===== src/rtl/pcie_flr_sequencer.sv =====
// pcie_flr_sequencer
// Queues PCIe Function Level Reset requests and runs them one at a time:
// hold the targeted function in reset, wait for it to go quiet (or time out),
// then return a single-cycle completion echoing the request.
module pcie_flr_sequencer #(
    parameter int NUM_PF          = 8,
    parameter int FIFO_DEPTH      = 4,
    parameter int RST_CYCLES      = 64,
    parameter int QUIESCE_TIMEOUT = 1024
) (
    input  logic              fim_clk,
    input  logic              fim_rst_n,
    input  logic              i_flr_req_tvalid,
    input  logic [2:0]        i_flr_req_pf,
    input  logic [10:0]       i_flr_req_vf,
    input  logic              i_flr_req_vf_active,
    input  logic              i_func_idle,
    output logic              o_func_rst,
    output logic [2:0]        o_func_pf,
    output logic [10:0]       o_func_vf,
    output logic              o_func_vf_active,
    output logic [NUM_PF-1:0] o_pf_flr_rst_n,
    output logic              o_flr_rsp_tvalid,
    output logic [2:0]        o_flr_rsp_pf,
    output logic [10:0]       o_flr_rsp_vf,
    output logic              o_flr_rsp_vf_active,
    output logic              o_ovf_err,
    output logic              o_timeout_err
);

    localparam int PW  = $clog2(FIFO_DEPTH);
    localparam int CW  = PW + 1;
    localparam int RCW = $clog2(RST_CYCLES) + 1;
    localparam int TCW = $clog2(QUIESCE_TIMEOUT) + 1;

    localparam logic [CW-1:0]  FIFO_FULL_CNT = CW'(FIFO_DEPTH);
    localparam logic [RCW-1:0] RST_LAST      = RCW'(RST_CYCLES - 1);
    localparam logic [TCW-1:0] TO_LAST       = TCW'(QUIESCE_TIMEOUT - 1);

    localparam logic [1:0] ST_IDLE    = 2'd0;
    localparam logic [1:0] ST_ASSERT  = 2'd1;
    localparam logic [1:0] ST_QUIESCE = 2'd2;
    localparam logic [1:0] ST_RESP    = 2'd3;

    typedef struct packed {
        logic [2:0]  pf;
        logic [10:0] vf;
        logic        vf_active;
    } flr_req_t;

    flr_req_t       fifo_mem [FIFO_DEPTH];
    flr_req_t       req_in;
    flr_req_t       req_reg;
    logic [PW-1:0]  wr_ptr_reg;
    logic [PW-1:0]  rd_ptr_reg;
    logic [CW-1:0]  count_reg;
    logic [1:0]     state_reg;
    logic [1:0]     state_next;
    logic [RCW-1:0] rst_cnt_reg;
    logic [TCW-1:0] to_cnt_reg;
    logic           ovf_err_reg;
    logic           timeout_err_reg;
    logic           fifo_full;
    logic           fifo_empty;
    logic           pop;
    logic           push;
    logic           in_assert;
    logic           in_resp;

    // Queue handshake: a pop in the same cycle frees the slot for an incoming request.
    always_comb begin
        req_in.pf        = i_flr_req_pf;
        req_in.vf        = i_flr_req_vf;
        req_in.vf_active = i_flr_req_vf_active;
        fifo_full        = (count_reg == FIFO_FULL_CNT);
        fifo_empty       = (count_reg == '0);
        pop              = (state_reg == ST_IDLE) && !fifo_empty;
        push             = i_flr_req_tvalid && (!fifo_full || pop);
    end

    // Pending-request storage; no reset needed, the pointers define validity.
    always_ff @(posedge fim_clk) begin
        if (push) begin
            fifo_mem[wr_ptr_reg] <= req_in;
        end
    end

    // Sequencer next-state: one request runs to completion before the next pop.
    always_comb begin
        state_next = state_reg;
        case (state_reg)
            ST_IDLE:    if (pop) state_next = ST_ASSERT;
            ST_ASSERT:  if (rst_cnt_reg == RST_LAST) state_next = ST_QUIESCE;
            ST_QUIESCE: if (i_func_idle || (to_cnt_reg == TO_LAST)) state_next = ST_RESP;
            ST_RESP:    state_next = ST_IDLE;
            default:    state_next = ST_IDLE;
        endcase
    end

    // State, queue pointers, phase counters and sticky error flags.
    always_ff @(posedge fim_clk) begin
        if (!fim_rst_n) begin
            state_reg       <= ST_IDLE;
            wr_ptr_reg      <= '0;
            rd_ptr_reg      <= '0;
            count_reg       <= '0;
            req_reg         <= '0;
            rst_cnt_reg     <= '0;
            to_cnt_reg      <= '0;
            ovf_err_reg     <= 1'b0;
            timeout_err_reg <= 1'b0;
        end else begin
            state_reg <= state_next;
            if (push) begin
                wr_ptr_reg <= wr_ptr_reg + PW'(1);
            end
            if (pop) begin
                rd_ptr_reg  <= rd_ptr_reg + PW'(1);
                req_reg     <= fifo_mem[rd_ptr_reg];
                rst_cnt_reg <= '0;
            end
            if (push && !pop) begin
                count_reg <= count_reg + CW'(1);
            end else if (pop && !push) begin
                count_reg <= count_reg - CW'(1);
            end
            if (state_reg == ST_ASSERT) begin
                rst_cnt_reg <= rst_cnt_reg + RCW'(1);
                to_cnt_reg  <= '0;
            end
            if (state_reg == ST_QUIESCE) begin
                to_cnt_reg <= to_cnt_reg + TCW'(1);
                if (!i_func_idle && (to_cnt_reg == TO_LAST)) begin
                    timeout_err_reg <= 1'b1;
                end
            end
            if (i_flr_req_tvalid && fifo_full && !pop) begin
                ovf_err_reg <= 1'b1;
            end
        end
    end

    // Function reset and completion outputs are only non-zero in their own state.
    always_comb begin
        in_assert           = (state_reg == ST_ASSERT);
        in_resp             = (state_reg == ST_RESP);
        o_func_rst          = in_assert;
        o_func_pf           = in_assert ? req_reg.pf : 3'd0;
        o_func_vf           = in_assert ? req_reg.vf : 11'd0;
        o_func_vf_active    = in_assert ? req_reg.vf_active : 1'b0;
        o_flr_rsp_tvalid    = in_resp;
        o_flr_rsp_pf        = in_resp ? req_reg.pf : 3'd0;
        o_flr_rsp_vf        = in_resp ? req_reg.vf : 11'd0;
        o_flr_rsp_vf_active = in_resp ? req_reg.vf_active : 1'b0;
        o_ovf_err           = ovf_err_reg;
        o_timeout_err       = timeout_err_reg;
    end

    // Per-PF reset only for PF-level FLRs; a PF number beyond NUM_PF drives no bit.
    genvar gi;
    generate
        for (gi = 0; gi < NUM_PF; gi++) begin : g_pf_rst
            localparam logic [2:0] PF_IDX = 3'(gi);
            assign o_pf_flr_rst_n[gi] = !(in_assert && !req_reg.vf_active && (req_reg.pf == PF_IDX));
        end
    endgenerate

endmodule


===== config.mk =====
export PLATFORM = sky130hd
export DESIGN_NAME = pcie_flr_sequencer
export DESIGN_NICKNAME = d
export VERILOG_FILES = /design/src/rtl/pcie_flr_sequencer.sv
export SDC_FILE = /design/constraint.sdc
export NUM_CORES = 1
export LEC_CHECK = 0
export ABC_AREA = 0
export CELL_PAD_IN_SITES_DETAIL_PLACEMENT = 1
export CELL_PAD_IN_SITES_GLOBAL_PLACEMENT = 1
export CORE_MARGIN = 2
export CORE_UTILIZATION = 38
export CTS_BUF_LIST = sky130_fd_sc_hd__clkbuf_16
export DETAILED_ROUTE_END_ITERATION = 12
export GPL_TIMING_DRIVEN = 0
export PLACE_DENSITY_LB_ADDON = 0.1
export SETUP_SLACK_MARGIN = 0.05
export SLEW_MARGIN = 20
export SYNTH_ARGS = -nofsm -noshare
export SYNTH_HDL_FRONTEND = slang
export SYNTH_SLANG_ARGS = --single-unit

===== constraint.sdc =====
create_clock -name fim_clk -period 4.3 [get_ports fim_clk]
set_input_delay 0.645 -clock fim_clk [delete_from_list [all_inputs] [get_ports fim_clk]]
set_output_delay 0.645 -clock fim_clk [all_outputs]
set_load 0.05 [all_outputs]

# Yosys cells after proc, flatten, opt, wreduce, memory -nomap -nowiden
# Memories as Yosys holds them, arrays and structs flattened. A register that Yosys moved wholly into a read port is not among the register bits.
# Index checks and enable logic that the tools add are counted.
# op_classes
bitwise	0
order_cmp	0
reduce_logical	41
multipliers	0
addsub	6
shift	0
n_div	0
mux	18
n_eq_ne	16
# ops
cell	count
2-to-1 mux 11 bit	4
logical AND 1 bit	16
== test 3 bit (second input constant)	5
zero test 1 bit	15
2-to-1 mux 7 bit	2
2-to-1 mux 3 bit	4
adder 11 x 1 -> 11 bit (second input constant)	1
== test 11 x 10 -> 1 bit (second input constant)	1
one-hot mux 2 bit (4 select lines)	1
adder 7 x 1 -> 7 bit (second input constant)	1
== test 7 x 6 -> 1 bit (second input constant)	1
== test 3 x 2 -> 1 bit (second input constant)	2
zero test 3 bit	2
2-to-1 mux 2 bit	3
nonzero test 2 bit	3
adder 2 x 1 -> 2 bit (second input constant)	2
== test 2 bit (second input constant)	2
2-to-1 mux 1 bit	4
!= test 2 bit (second input constant)	2
adder 3 x 1 -> 3 bit (second input constant)	1
== test 3 x 1 -> 1 bit (second input constant)	1
AND reduction 3 bit	1
subtractor 3 x 1 -> 3 bit (second input constant)	1
== test 2 x 1 -> 1 bit (second input constant)	1
4 further kinds	5
# totals
wordCells	90
ram_bits	60
mem_bits_ro	0
memories	1
latchBits	0
reg_bits	29
out_inout_bits	42
# mem_list
memory	depth	word_bits	rd	rd_clocked_by_memory_dff	write_ports	line_no	text
fifo_mem	4	15	1	1	1	51	flr_req_t fifo_mem [FIFO_DEPTH];

# Depth between registers and ports, before layout
# logic_depth
depth_word	9
mapped_depth	12
ltp_nobuf	10

# Worst setup path after synthesis
# OpenSTA, ideal clock, no wires.
# synth_timing
kind	register to output
startpoint	reg state_reg[1]
endpoint	out o_pf_flr_rst_n[3]
t_required_ns	3.655
arrival_time_ns	2.031
n_path_buf	1
stages_incl_launch_ff	6
setup_slack_ns	1.624
path_cell_list	dfxtp_1 > inv_1 > ha_1 > buf_2 > nor3b_1 > nand3_1
# synth_via
elab_chain_cells	4
# synth_lines
element	line_no	text
from (decl)	57	logic [1:0] state_reg;
from (signal assigned)	113	state_reg <= state_next;
== test 2 x 1 -> 1 bit	145	in_assert = (state_reg == ST_ASSERT);
named net o_func_rst	18	output logic o_func_rst,
logical AND 1 bit (2 in series)	164	assign o_pf_flr_rst_n[gi] = !(in_assert && !req_reg.vf_active && (req_reg.pf == PF_IDX));
zero test 1 bit	164	
to (decl)	22	output logic [NUM_PF-1:0] o_pf_flr_rst_n,
# The timed path passes the listed nets, and every way through them passes these cells.

# Worst setup path after layout
# layout_timing
startpoint	reg state_reg[1]
endpoint	out o_func_vf[0]
# layout_via
elab_chain_cells	2
# layout_lines
element	line_no	text
== test 2 x 1 -> 1 bit	145	
2-to-1 mux 11 bit	149	o_func_vf = in_assert ? req_reg.vf : 11'd0;
to (decl)	20	output logic [10:0] o_func_vf,
# Every way passes these cells.

==> flow_metrics.env <==
export IMPL_status="finished clean"
export IMPL_cp_slowest_stage_delay_ns=0.82
export IMPL_postCtsSetupBuffers=0
export IMPL_cts_hold_buf=0
export IMPL_crit_type="reg -> out"
export IMPL_combinational_family_with_the_most_area_after_synthesis="simple AND/OR/NAND/NOR gates"
export IMPL_cts_made_buffers=9
export IMPL_min_delay_start="req_reg[5]"
export IMPL_synth_xor_area_share_pct=2.49
export IMPL_critical_path_reg2reg_endpoint="count_reg[2]"
export IMPL_synth_compound_area_share_pct=6.62
export IMPL_clock_root_buffer="sky130_fd_sc_hd__clkbuf_16"
export IMPL_grt_max_degree=19
export IMPL_slowest_stage="sky130_fd_sc_hd__clkdlybuf4s50_1"
export IMPL_drv_max_cap_violation_count=0
export IMPL_design_core_area_sq_mm=0.0119
export IMPL_routabilityCongestion=0.776
export IMPL_grt_antenna_before_repair=0
export IMPL_power_ir_vdd_worst_mv=0.271
export IMPL_syn_num_nets=387
export IMPL_syn_cell_area_sq_mm=0.00458
export IMPL_slew_headroom_pct=44.1
export IMPL_worst_endpoint_required_ns=3.65
export IMPL_detail_route_wirelength_um=9330
export IMPL_worstPathArrival_ns=2.81
export IMPL_hpwl_um=6520
export IMPL_place_port_buffers=60
export IMPL_synthMuxAreaShare_pct=9.05
export IMPL_layout_cell_share_with_drive_strength_beyond_1_pct=10.9
export IMPL_syn_avg_cell_area_sq_um=12.9
export IMPL_globalRouteTotalUtil_pct=15.5
export IMPL_largest_register_ff_count=60
export IMPL_grt_pass1_wl_um=15400
export IMPL_die_width_um=114
export IMPL_timing_critical_path_cells="inv_1 -> ha_1 -> buf_2 -> clkbuf_1 -> and2_1 -> clkdlybuf4s50_1"
export IMPL_cts_buffer_depth=2
export IMPL_antenna_violating_nets_post_route=0
export IMPL_whs_path_depth=2
export IMPL_hold_path_class="reg -> reg"
export IMPL_critPathTopFamily="buffers and inverters"
export IMPL_critPathLaunchType="flop"
export IMPL_critical_path_max_fanout=10
export IMPL_first_global_vias=3020
export IMPL_placementRows=40
export IMPL_power_density_mw_per_mm2=566
export IMPL_synth_top_cells_by_area="sky130_fd_sc_hd__edfxtp_1 39%, sky130_fd_sc_hd__dfxtp_1 19%, sky130_fd_sc_hd__and2_1 5.3%"
export IMPL_floorplan_initialDensity_pct=38.6
export IMPL_slew_viol_final=0
export IMPL_path_depth=6
export IMPL_detailedRoute_firstIterationViolations=113
export IMPL_synth_edff_count=60
export IMPL_rrSetupSlack_ns=1.74
export IMPL_worst_skew_pair_late_latency_ns=0.35
export IMPL_viasPerCell=4.93
export IMPL_nNetsFinal=458
export IMPL_htreeDepth=3
export IMPL_adder_cell_fraction_of_synth_area_pct=3.44
export IMPL_post_synth_most_frequent_cells="60 x sky130_fd_sc_hd__edfxtp_1, 50 x sky130_fd_sc_hd__nand2_1, 44 x sky130_fd_sc_hd__dfxtp_1"
export IMPL_ff2ff_path_depth=12
export IMPL_via_count=2855
export IMPL_finalCriticalPeriod_ns=3.45
export IMPL_post_route_cell_area_sq_mm=0.00564
export IMPL_clk_pin_slew_ns=0.07
export IMPL_average_routed_wire_per_standard_cell_um=16.1
export IMPL_placedInstanceArea_sq_mm=0.00536
export IMPL_synth_top_area_share_pct=39.4
export IMPL_synth_largest_area_cell="sky130_fd_sc_hd__edfxtp_1"
export IMPL_clock_tree_from_tritoncts="built"
export IMPL_yosys_area_share_simple_pct=16.4
export IMPL_clock_skew_final_ns=0.00600
export IMPL_synth_yosys_warnings=0
export IMPL_fp_dieArea_sq_mm=0.0129
export IMPL_top_ff_cell_synth="sky130_fd_sc_hd__edfxtp_1"
export IMPL_yosysUniqueCellTypes=44
export IMPL_fin_tns_setup_ns=0
export IMPL_drt_drc_violations_left=0
export IMPL_grt_overflow_total=0
export IMPL_postSynthCellCount=356
export IMPL_die_height_um=114
export IMPL_timing_critical_path_to_type="output port"
export IMPL_ys_async_sr_fraction_pct=0
export IMPL_diodes=0
export IMPL_final_period_utilization_pct=80.3
export IMPL_num_io_pins=61
export IMPL_syn_to_final_growth_pct=23.2
export IMPL_cts_repair_resize_count=0
export IMPL_max_freq_ghz=0.289
export IMPL_grt_setup_unrepaired="no"
export IMPL_drtPass1Iterations=4
export IMPL_critical_path_buf_inv_count=4
export IMPL_finalSetupViolCount=0
export IMPL_cts_sink_count=104
export IMPL_ys_seq_elements=104
export IMPL_worstMarginPinSlew_ns=0.838
export IMPL_rr_startpoint="state_reg[1]"
export IMPL_worst_hold_path_endpoint="req_reg[5]"
export IMPL_seq_area_frac_synth_pct=58.6
export IMPL_hold_viol=0
export IMPL_leakagePower_nw=1.98
export IMPL_yosys_cell_count_top_type="sky130_fd_sc_hd__edfxtp_1"
worst register-to-register path: stages (launching register included):
cell	delay (ns)
sky130_fd_sc_hd__dfxtp_1	0.39
sky130_fd_sc_hd__inv_1	0.10
sky130_fd_sc_hd__ha_1	0.24
sky130_fd_sc_hd__o31a_1	0.13
sky130_fd_sc_hd__buf_6	0.15
sky130_fd_sc_hd__clkinv_4	0.10
sky130_fd_sc_hd__buf_8	0.14
sky130_fd_sc_hd__ha_1	0.18
sky130_fd_sc_hd__inv_1	0.06
sky130_fd_sc_hd__fa_1	0.37
sky130_fd_sc_hd__xor2_1	0.18
sky130_fd_sc_hd__or3_1	0.30
sky130_fd_sc_hd__a21boi_0	0.16
cell usage in the layout, fill, tap and decap left out, types with 2 or more instances in the layout:
master                            Yosys  routed
sky130_fd_sc_hd__nand3b_1             2       2
sky130_fd_sc_hd__a21boi_2             9       9
sky130_fd_sc_hd__nor3_1               3       3
sky130_fd_sc_hd__clkdlybuf4s50_1      0      60
sky130_fd_sc_hd__dfxtp_1             44      44
sky130_fd_sc_hd__nand4_1              3       3
sky130_fd_sc_hd__xor2_1               6       6
sky130_fd_sc_hd__o21ai_0             10      10
sky130_fd_sc_hd__clkbuf_16            0       9
sky130_fd_sc_hd__and4_1               2       2
sky130_fd_sc_hd__clkinv_1             0       2
sky130_fd_sc_hd__inv_1                8       8
sky130_fd_sc_hd__ha_1                11      11
sky130_fd_sc_hd__nand2b_1             2       2
sky130_fd_sc_hd__buf_6                2       2
sky130_fd_sc_hd__and2_1              39      39
sky130_fd_sc_hd__edfxtp_1            60      60
sky130_fd_sc_hd__a31oi_1              3       3
sky130_fd_sc_hd__buf_2                7       7
sky130_fd_sc_hd__a21boi_0             8       8
sky130_fd_sc_hd__mux2i_1              5       5
sky130_fd_sc_hd__a21oi_1              5       5
sky130_fd_sc_hd__clkbuf_1             6       6
sky130_fd_sc_hd__xnor2_1              7       7
sky130_fd_sc_hd__nor2b_1             10      10
sky130_fd_sc_hd__nand3_1              6       6
sky130_fd_sc_hd__nand2_1             50      50
sky130_fd_sc_hd__mux4_2               8       8
sky130_fd_sc_hd__mux4_1               7       7
sky130_fd_sc_hd__inv_6                0       2
sky130_fd_sc_hd__or3_1                3       3
sky130_fd_sc_hd__nor2_1              12      12
sky130_fd_sc_hd__clkinv_4             1       3
sky130_fd_sc_hd__nand4b_1             2       2
sky130_fd_sc_hd__and3_1               2       2
stage by stage:
| stage | hold WS (ns) | cells | util [%] | worst slack [ns] | power (mW) |
|---|---|---|---|---|---|
| 6_report | 0.473 | 579 | 47.6 | 0.846 | 3.19 |
| 5_1_grt | 0.500 | 579 | 47.6 | 0.630 | 3.40 |
| 4_1_cts | 0.470 | 579 | 47.6 | 0.734 | 3.25 |
| 3_5_place_dp | 0.456 | 563 | 45.2 | 1.13 | 2.46 |
| 3_3_place_gp | 0.459 | 563 | 45.2 | 1.19 | 2.44 |
| 2_1_floorplan | 0.418 | 356 | - | 1.62 | 2.14 |
kinds of logic (layout without fill, tap and decap cells):
logic type,after synthesis,count (layout)
muxes,20,20
buffers and inverters,26,102
AOI/OAI and AO/OA,40,40
xor gates and xnor gates,13,13
adders and majority gates,12,12
DFF,104,104
and+or+nand+nor,141,141
worst max path at each step:
stage	from	endpoint
floorplan	state_reg[1]	o_pf_flr_rst_n[3]
global placement	state_reg[1]	o_func_vf[0]
detailed placement	state_reg[1]	o_func_vf[0]
global route	state_reg[1]	o_func_vf[0]
finish	state_reg[1]	o_func_vf[0]
CTS	state_reg[1]	o_func_vf[0]
power breakdown:
part / switching (mW) / total, mW / internal [mW]
logic: 0.657 / 1.12 / 0.463
registers: 0.100 / 1.30 / 1.20
clock network: 0.376 / 0.775 / 0.399
area by class of cell:
type	instances	area (sq um)
Fill cell	1240	6220
Clock inverter	7	53.8
Clock buffer	9	225
Buffer	17	115
Inverter	9	38.8
Multi-Input combinational cell	226	1740
Tap cell	147	184
Timing Repair Buffer	60	601
Sequential cell	104	2680
per-layer routing:
| layer | GRT usage [%] | up-vias | share of wire, % |
|---|---|---|---|
| li1 | - | 1404 | - |
| met2 | 26.0 | 43 | 49 |
| met1 | 19.6 | 1398 | 46 |
| met3 | 4.57 | 10 | 3.8 |
| met5 | 0 | - | 0 |
| met4 | 4.39 | 0 | 1.2 |
Note: power is estimated with default switching activity, not from simulation.
